`src/rtl/ether_pkg.sv`:
```
// Shared types and symbol helpers for the ether_rx receive front end.
`ifndef ETHER_PKG_SV
`define ETHER_PKG_SV

`define ETHER_PARAM_CHECK(label, cond) \
  if (!(cond)) begin : label \
    $error("ether_rx: illegal parameter value"); \
  end

package ether_pkg;

  typedef enum logic [1:0] {IDLE, PREAMBLE, PAYLOAD, DROP} ether_state_e;

  function automatic int spb(input int w);
    return 8 / w;
  endfunction

  // Low w bits of the alternating 01 pattern, LSB = 1.
  function automatic logic [7:0] pre_sym(input int w);
    logic [8:0] m;
    m = (9'd1 << w) - 9'd1;
    return 8'h55 & m[7:0];
  endfunction

  function automatic logic [7:0] sfd_sym(input int w);
    return pre_sym(w) | (8'h80 >> (8 - w));
  endfunction

endpackage

`endif

```
`src/rtl/ether_frame_stats.sv`:
```
// Saturating good/bad frame counters fed by single-cycle pulses.
module ether_frame_stats
  import ether_pkg::*;
#(
  parameter int STAT_W = 16
) (
  input  logic              clk,
  input  logic              rst,
  input  logic              i_ok,
  input  logic              i_bad,
  output logic [STAT_W-1:0] o_ok_cnt,
  output logic [STAT_W-1:0] o_bad_cnt
);

  logic [STAT_W-1:0] r_ok_cnt;
  logic [STAT_W-1:0] r_bad_cnt;

  always_ff @(posedge clk or negedge rst) begin
    if (!rst) begin
      r_ok_cnt  <= '0;
      r_bad_cnt <= '0;
    end else begin
      if (i_ok && (r_ok_cnt != '1))
        r_ok_cnt <= r_ok_cnt + 1'b1;
      if (i_bad && (r_bad_cnt != '1))
        r_bad_cnt <= r_bad_cnt + 1'b1;
    end
  end

  assign o_ok_cnt  = r_ok_cnt;
  assign o_bad_cnt = r_bad_cnt;

endmodule

```
`src/rtl/ether_rx.sv`:
```
// Receive front end: strips preamble/SFD, streams payload symbols with a
// one-symbol hold so the final symbol can carry last/error flags.
module ether_rx
  import ether_pkg::*;
#(
  parameter int DATA_W          = 2,
  parameter int MIN_PRE_SYMS    = 31,
  parameter int MAX_FRAME_BYTES = 1522,
  parameter int STAT_W          = 16
) (
  input  logic              clk,
  input  logic              rst,
  input  logic [DATA_W-1:0] rxd,
  input  logic              crsdv,
  output logic [DATA_W-1:0] axiod,
  output logic              axiov,
  output logic              axiol,
  output logic              axierr,
  output logic [STAT_W-1:0] frames_ok,
  output logic [STAT_W-1:0] frames_bad
);

  `ETHER_PARAM_CHECK(g_chk_data_w, DATA_W == 2 || DATA_W == 4 || DATA_W == 8)
  `ETHER_PARAM_CHECK(g_chk_min_pre, MIN_PRE_SYMS >= 1 && MIN_PRE_SYMS <= 63)
  `ETHER_PARAM_CHECK(g_chk_max_len, MAX_FRAME_BYTES >= 1)

  localparam int                SPB     = spb(DATA_W);
  localparam int                BC_W    = $clog2(MAX_FRAME_BYTES + 1);
  localparam logic [7:0]        PRE8    = pre_sym(DATA_W);
  localparam logic [7:0]        SFD8    = sfd_sym(DATA_W);
  localparam logic [DATA_W-1:0] PRE     = PRE8[DATA_W-1:0];
  localparam logic [DATA_W-1:0] SFD     = SFD8[DATA_W-1:0];
  localparam logic [5:0]        MIN_PRE = 6'(MIN_PRE_SYMS);
  localparam logic [BC_W-1:0]   MAX_B   = BC_W'(MAX_FRAME_BYTES);
  localparam logic [1:0]        PH_LAST = 2'(SPB - 1);

  ether_state_e      r_state;
  logic [5:0]        r_pre_cnt;
  logic [1:0]        r_sym_phase;
  logic [BC_W-1:0]   r_byte_cnt;
  logic [DATA_W-1:0] r_hold;
  logic              r_hold_full;
  logic [DATA_W-1:0] r_axiod;
  logic              r_axiov;
  logic              r_axiol;
  logic              r_axierr;
  logic              r_ok_pls;
  logic              r_bad_pls;
  logic              w_overlong;

  // A full frame sits exactly on a byte boundary; one more symbol overruns it.
  assign w_overlong = (r_byte_cnt == MAX_B) && (r_sym_phase == 2'd0);

  always_ff @(posedge clk or negedge rst) begin
    if (!rst) begin
      r_state     <= IDLE;
      r_pre_cnt   <= '0;
      r_sym_phase <= '0;
      r_byte_cnt  <= '0;
      r_hold      <= '0;
      r_hold_full <= 1'b0;
      r_axiod     <= '0;
      r_axiov     <= 1'b0;
      r_axiol     <= 1'b0;
      r_axierr    <= 1'b0;
      r_ok_pls    <= 1'b0;
      r_bad_pls   <= 1'b0;
    end else begin
      r_axiov   <= 1'b0;
      r_axiol   <= 1'b0;
      r_axierr  <= 1'b0;
      r_ok_pls  <= 1'b0;
      r_bad_pls <= 1'b0;
      case (r_state)
        IDLE: begin
          if (crsdv) begin
            if (rxd == PRE) begin
              r_state   <= PREAMBLE;
              r_pre_cnt <= 6'd1;
            end else if (rxd != '0) begin
              r_state <= DROP;
            end
          end
        end
        PREAMBLE: begin
          if (!crsdv) begin
            r_state <= IDLE;
          end else if (rxd == PRE) begin
            if (r_pre_cnt != 6'd63)
              r_pre_cnt <= r_pre_cnt + 6'd1;
          end else if ((rxd == SFD) && (r_pre_cnt >= MIN_PRE)) begin
            r_state     <= PAYLOAD;
            r_sym_phase <= '0;
            r_byte_cnt  <= '0;
            r_hold_full <= 1'b0;
          end else begin
            r_state   <= DROP;
            r_bad_pls <= 1'b1;
          end
        end
        PAYLOAD: begin
          if (crsdv && w_overlong) begin
            r_axiod     <= r_hold;
            r_axiov     <= 1'b1;
            r_axiol     <= 1'b1;
            r_axierr    <= 1'b1;
            r_bad_pls   <= 1'b1;
            r_hold_full <= 1'b0;
            r_state     <= DROP;
          end else if (crsdv) begin
            r_hold      <= rxd;
            r_hold_full <= 1'b1;
            if (r_hold_full) begin
              r_axiod <= r_hold;
              r_axiov <= 1'b1;
            end
            if (r_sym_phase == PH_LAST) begin
              r_sym_phase <= '0;
              r_byte_cnt  <= r_byte_cnt + 1'b1;
            end else begin
              r_sym_phase <= r_sym_phase + 2'd1;
            end
          end else begin
            // Carrier dropped: flush the held symbol as last, flag dribble.
            if (r_hold_full) begin
              r_axiod   <= r_hold;
              r_axiov   <= 1'b1;
              r_axiol   <= 1'b1;
              r_axierr  <= (r_sym_phase != 2'd0);
              r_ok_pls  <= (r_sym_phase == 2'd0);
              r_bad_pls <= (r_sym_phase != 2'd0);
            end else begin
              r_bad_pls <= 1'b1;
            end
            r_hold_full <= 1'b0;
            r_state     <= IDLE;
          end
        end
        DROP: begin
          if (!crsdv)
            r_state <= IDLE;
        end
        default: r_state <= IDLE;
      endcase
    end
  end

  ether_frame_stats #(
    .STAT_W (STAT_W)
  ) u_stats (
    .clk       (clk),
    .rst       (rst),
    .i_ok      (r_ok_pls),
    .i_bad     (r_bad_pls),
    .o_ok_cnt  (frames_ok),
    .o_bad_cnt (frames_bad)
  );

  assign axiod  = r_axiod;
  assign axiov  = r_axiov;
  assign axiol  = r_axiol;
  assign axierr = r_axierr;

endmodule

```
`config.mk`:
```
export PLATFORM = sky130hd
export DESIGN_NAME = ether_rx
export DESIGN_NICKNAME = d
export VERILOG_FILES = /design/src/rtl/ether_pkg.sv /design/src/rtl/ether_frame_stats.sv /design/src/rtl/ether_rx.sv
export SDC_FILE = /design/constraint.sdc
export NUM_CORES = 1
export LEC_CHECK = 0
export CORE_MARGIN = 2
export CORE_UTILIZATION = 40
export CTS_BUF_LIST = sky130_fd_sc_hd__clkbuf_8
export DETAILED_ROUTE_END_ITERATION = 8
export GPL_TIMING_DRIVEN = 0
export SLEW_MARGIN = 10
export SYNTH_ARGS = -nofsm -noshare
export SYNTH_HDL_FRONTEND = slang
export SYNTH_SLANG_ARGS = --single-unit
```
`constraint.sdc`:
```
create_clock -name clk -period 2.99 [get_ports clk]
set_input_delay 0.299 -clock clk [delete_from_list [all_inputs] [get_ports clk]]
set_output_delay 0.299 -clock clk [all_outputs]
set_load 0.02 [all_outputs]
```
# After elaboration in Yosys (flattened, before gate mapping)
# Cells that the tools add are included.
# op_classes
n_addsub	5
n_mux	58
order_cmp	1
reduce_logical	19
n_eq_ne	22
bitwise_logic	1
# ops
op	count
two-way mux 11 bit	6
adder 16 x 1 -> 16 bit, second input constant	2
inequality test 16 bit, second input constant	2
two-way mux 2 bit	15
two-way mux 6 bit	5
two-way mux 1 bit	26
case mux 11 bit (2 select lines)	1
inequality test 2 bit, second input constant	10
case mux 6 bit (2 select lines)	1
AND reduction 6 bit	2
adder 11 x 1 -> 11 bit, second input constant	1
== test 11 bit, second input constant	1
nonzero test 2 bit	5
== test 2 bit, second input constant	4
case mux 2 bit (4 select lines)	1
AND reduction 7 bit	1
adder 6 x 1 -> 6 bit, second input constant	1
greater-or-equal comparator 6 x 5 -> 1 bit, second input constant	1
inequality test 3 bit, second input constant	2
inequality test 6 bit, second input constant	1
AND reduction 3 bit	2
logical AND 1 bit	5
== test 2 x 1 -> 1 bit, second input constant	2
zero test 2 bit	2
6 further kinds	7
# totals
word_cells	120
reg_bits	63

# Longest topological paths before layout
# depth
ltp_word	6
ltp_mapped	8
ltp_nobuf	7

# Cells and area by module
# Synthesis repeated with hierarchy kept, for this count alone.
# unflattened
hier_cells	352
hier_area_um2	3502.1
# by_module_without_submodules
module	cells_each	area_per_inst_um2	n_inst
ether_rx	209	1940.6	1
ether_frame_stats	143	1561.5	1

# Worst setup path after synthesis
# No wires, ideal clock.
# synth_path
path_kind	register to register
from	reg r_state[0]
to	reg r_byte_cnt[9]
slack_ps	949
path_stages_with_launch	9
required_time_ps	2897
t_arrival_ps	1948
path_cell_list	dfrtp_1 -> inv_1 -> ha_1 -> nor2b_1 -> a22oi_4 -> or3_1 -> buf_2 -> or2_4 -> o31ai_2
# synth_between
elab_chain_len	3
elab_cells_between_ends	11
# synth_lines
element	line_no	rtl
start, declared	ether_rx.sv:37	ether_state_e r_state;
start signal, assigned	ether_rx.sv:56	r_state <= IDLE;
start signal, assigned	ether_rx.sv:78	r_state <= PREAMBLE;
start signal, assigned	ether_rx.sv:81	r_state <= DROP;
== test 2 bit / == test 2 x 1 -> 1 bit (equally long branches)	ether_rx.sv:74	case (r_state)
inequality test 2 bit (no source line) / nonzero test 2 bit (equally long branches)	-	
AND reduction 7 bit (no source line)	-	
end signal, assigned	ether_rx.sv:119	r_byte_cnt <= r_byte_cnt + 1'b1;
end, declared	ether_rx.sv:40	logic [BC_W-1:0] r_byte_cnt;
# Parallel ways exist; a longest one is shown, timed or not.
# A chain may end at the register's enable or synchronous reset.

# Worst setup path in the final report
# Ends and elaborated chain as after synthesis.

==> impl_metrics.toml <==
[worst_setup_path]
start_kind = "flop"
critPathSlowestCell = "dfrtp_1"
reg2reg_depth = 8
worstPathArrival_ps = 2540
cp_max_fo = 9
crit_type = "reg -> reg"
required_ps = 3240
path_cells = "inv_1 > ha_1 > nor2b_1 > a22oi_4 > or3_1 > buf_2 > or2_4 > o31ai_2"
end_kind = "flop"
ff2ff_setup_slack_ps = 690
slowest_delay_ps = 410

[cts]
cts_max_level = 3
cts_hold_buf = 0
cts.reportedPaths.clkPinSlew_ps = 70
clock_sinks = 63
numCtsBuffers = 9
clkLatencyLatePin_ps = 340
ctsResizeCount = 0
cts_setup_buffers = 0
cts_tree = "built"
clock_tree.root_cell = "clkbuf_8"
max-clock-path-buffers = 2

[synthesis]
syn_avg_cell_area_um2 = 10.1
synth_commonest_cells = "63 x dfrtp_1, 27 x nand2_1, 21 x nand3_1, 21 x nor2_1, 20 x o21ai_0"
ys_seq_area_share_pct = 48.5
synthCells = 321
synth_xor_area_share_pct = 6.20
synth_top_family_by_area = "simple AND/OR/NAND/NOR gates"
yosys.area.top_type = "dfrtp_1"
ys_ff_latch = 63
synthFlopType = "dfrtp_1"
syn_area_um2 = 3250
synth.distinct_cells = 49
synth_adder_area_share_pct = 4.24
synth_edf_count = 0
async_flop_share_pct = 100
yosysMostFrequentCell = "dfrtp_1"
synth_compound_area_share_pct = 14.8
syn_nets = 337
synth_warnings = 0
synthMuxAreaShare_pct = 3.04
yosys-top-cells-area = "dfrtp_1 49%, xnor2_1 5.1%, ha_1 4.2%"
synth-simple-area-share_pct = 21.0
yosysTopAreaCellShare_pct = 48.5

[global_routing]
antenna_found_initial = 0
grt_pass1_wl_mm = 11.1
grt_usage_pct = 16.2
grt_pass1_vias = 2382
grt_overflow = 0
grt_max_degree = 64

[sta]
fin_crit_ps = 2300
tightest_slew_ps = 802
finClkSkew_ps = 6.04
rsz0062_at_grt = "no"
fmax_ghz = 0.435
drv_slew = 0
fin_ws_ps = 693
slew_headroom_pct = 46.6
hold_slack_ps = 33.1
fin_tns_setup_ps = 0
final-hold-violation-count = 0
setup_viol = 0
fin_crit_sh_pct = 76.8

[power_and_ir_drop]
powerDensity_nw_per_um2 = 632
total_leakage_power_nw = 1.70
finalPower_mw = 2.51
ir_drop_v = 0.000296

[final_layout]
areaGrowthSynthToFinish_pct = 22.4
final_nets = 389
fillerInstances = 728
seq_area_um2 = 1580
multi_input_area_um2 = 1600
layout-drive-gt1-share_pct = 9.79
diodes = 0

[detailed_routing]
wl_per_cell_um = 13.9
drt_iter0_markers = 87
firstDrtPassIters = 4
ant_nets = 0
route.detailed.drc = 0
via_per_inst = 5.41
vias = 2596
wirelength_mm = 6.68

[floorplanning]
core_um2 = 7810
io_pins = 42
fp.dieW_um = 94.1
start_util_pct = 41.6
num_rows = 32
die_y_um = 94.1
dieArea_um2 = 8860

[min_path]
min_path_type = "in -> async"

[run]
max-cap-violations = 0

[place]
dpl.hpwl_mm = 4.65
post-place-ws_ps = 602
io_buffers = 41
gp_congestion = 0.777

[run_status]
status = "completed"
[sequential cells by signal, summed over array words and instances (netlist names)]
signal	cells
r_pre_cnt	6
r_byte_cnt	11
axiod	2
r_state	2
axiol	1
r_hold_full	1
u_stats.o_bad_cnt	16
u_stats.o_ok_cnt	16
r_ok_pls	1
r_sym_phase	2
r_hold	2
r_bad_pls	1
axierr	1
axiov	1
[layer usage]
| metal | global-route usage, % | share of wire, % |
|---|---|---|
| met5 | 0 | 0 |
| met2 | 24.0 | 44 |
| met1 | 21.9 | 51 |
| met3 | 4.49 | 3.8 |
| met4 | 7.49 | 1.5 |
[metrics by stage]
stage	util, %	cells	area [µm²]
floorplan	-	321	3250
global placement	48.5	464	3790
detailed placement	48.5	464	3780
CTS	50.9	480	3980
global route	50.9	480	3980
finish	50.9	480	3980
[placed cells by master, fill, tap and decap left out, types with 2 or more instances in the layout]
master           count
dfrtp_1             63
clkdlybuf4s50_1     40
nand2_1             27
nor2_1              21
nand3_1             21
o21ai_0             20
xnor2_1             19
inv_1               14
a21oi_1             14
nand4_1             11
ha_1                11
clkbuf_8            10
o31ai_1              8
nand2b_1             7
nor2b_1              7
mux2_2               7
and4_1               6
a31oi_1              5
and2_1               5
buf_2                4
xor2_1               4
clkbuf_1             3
o21a_1               3
or2_2                3
or3_1                3
nor3_1               3
a21o_1               3
and3_1               3
nor4_1               2
mux2i_1              2
a311oi_1             2
o22ai_1              2
a211oi_1             2
o31ai_2              2
[worst paths after layout]
check                                startpoint                   end
setup / recovery                     r_state[0]         r_byte_cnt[9]
max in group asynchronous                   rst  u_stats.o_ok_cnt[10]
hold reg to reg            u_stats.o_bad_cnt[5]  u_stats.o_bad_cnt[5]
hold / removal                              rst  u_stats.o_bad_cnt[8]
min in group clk           u_stats.o_bad_cnt[5]  u_stats.o_bad_cnt[5]
setup reg to reg                     r_state[0]         r_byte_cnt[9]
[area by class of cell]
cell class	instances	share of cell area, %
plain buffers	7	0.787
clock buffers	10	3.46
clock inverters	6	1.35
inverters	11	1.04
multi-input cells	240	40.2
flip-flops and latches	63	39.7
well taps	102	3.21
repair buffers	41	10.3
[report_power, final]
group          internal (mW)  total [mW]  switching [mW]  leakage (nW)
clock network          0.397       0.728           0.330         0.106
logic                  0.320       0.707           0.387         0.734
registers              0.969        1.08           0.110         0.859
[worst max-delay path: cells and delay by family, from the launching register on]
kind | cells | cell delay (ps)
and+or+nand+nor | 3 | 900
buffers and inverters | 2 | 320
adders and majority gates | 1 | 220
DFF | 1 | 410
AOI/OAI and AO/OA | 2 | 350
[cell families (layout without fill, tap and decap cells)]
kind of cell / Yosys count / after routing
AOI/OAI and AO/OA: 71 / 71
adders and majority gates: 11 / 11
muxes: 9 / 9
DFF: 63 / 63
buffers and inverters: 18 / 75
and+or+nand+nor: 126 / 126
xor gates and xnor gates: 23 / 23
No activity file was read; power rests on OpenSTA's default activity.
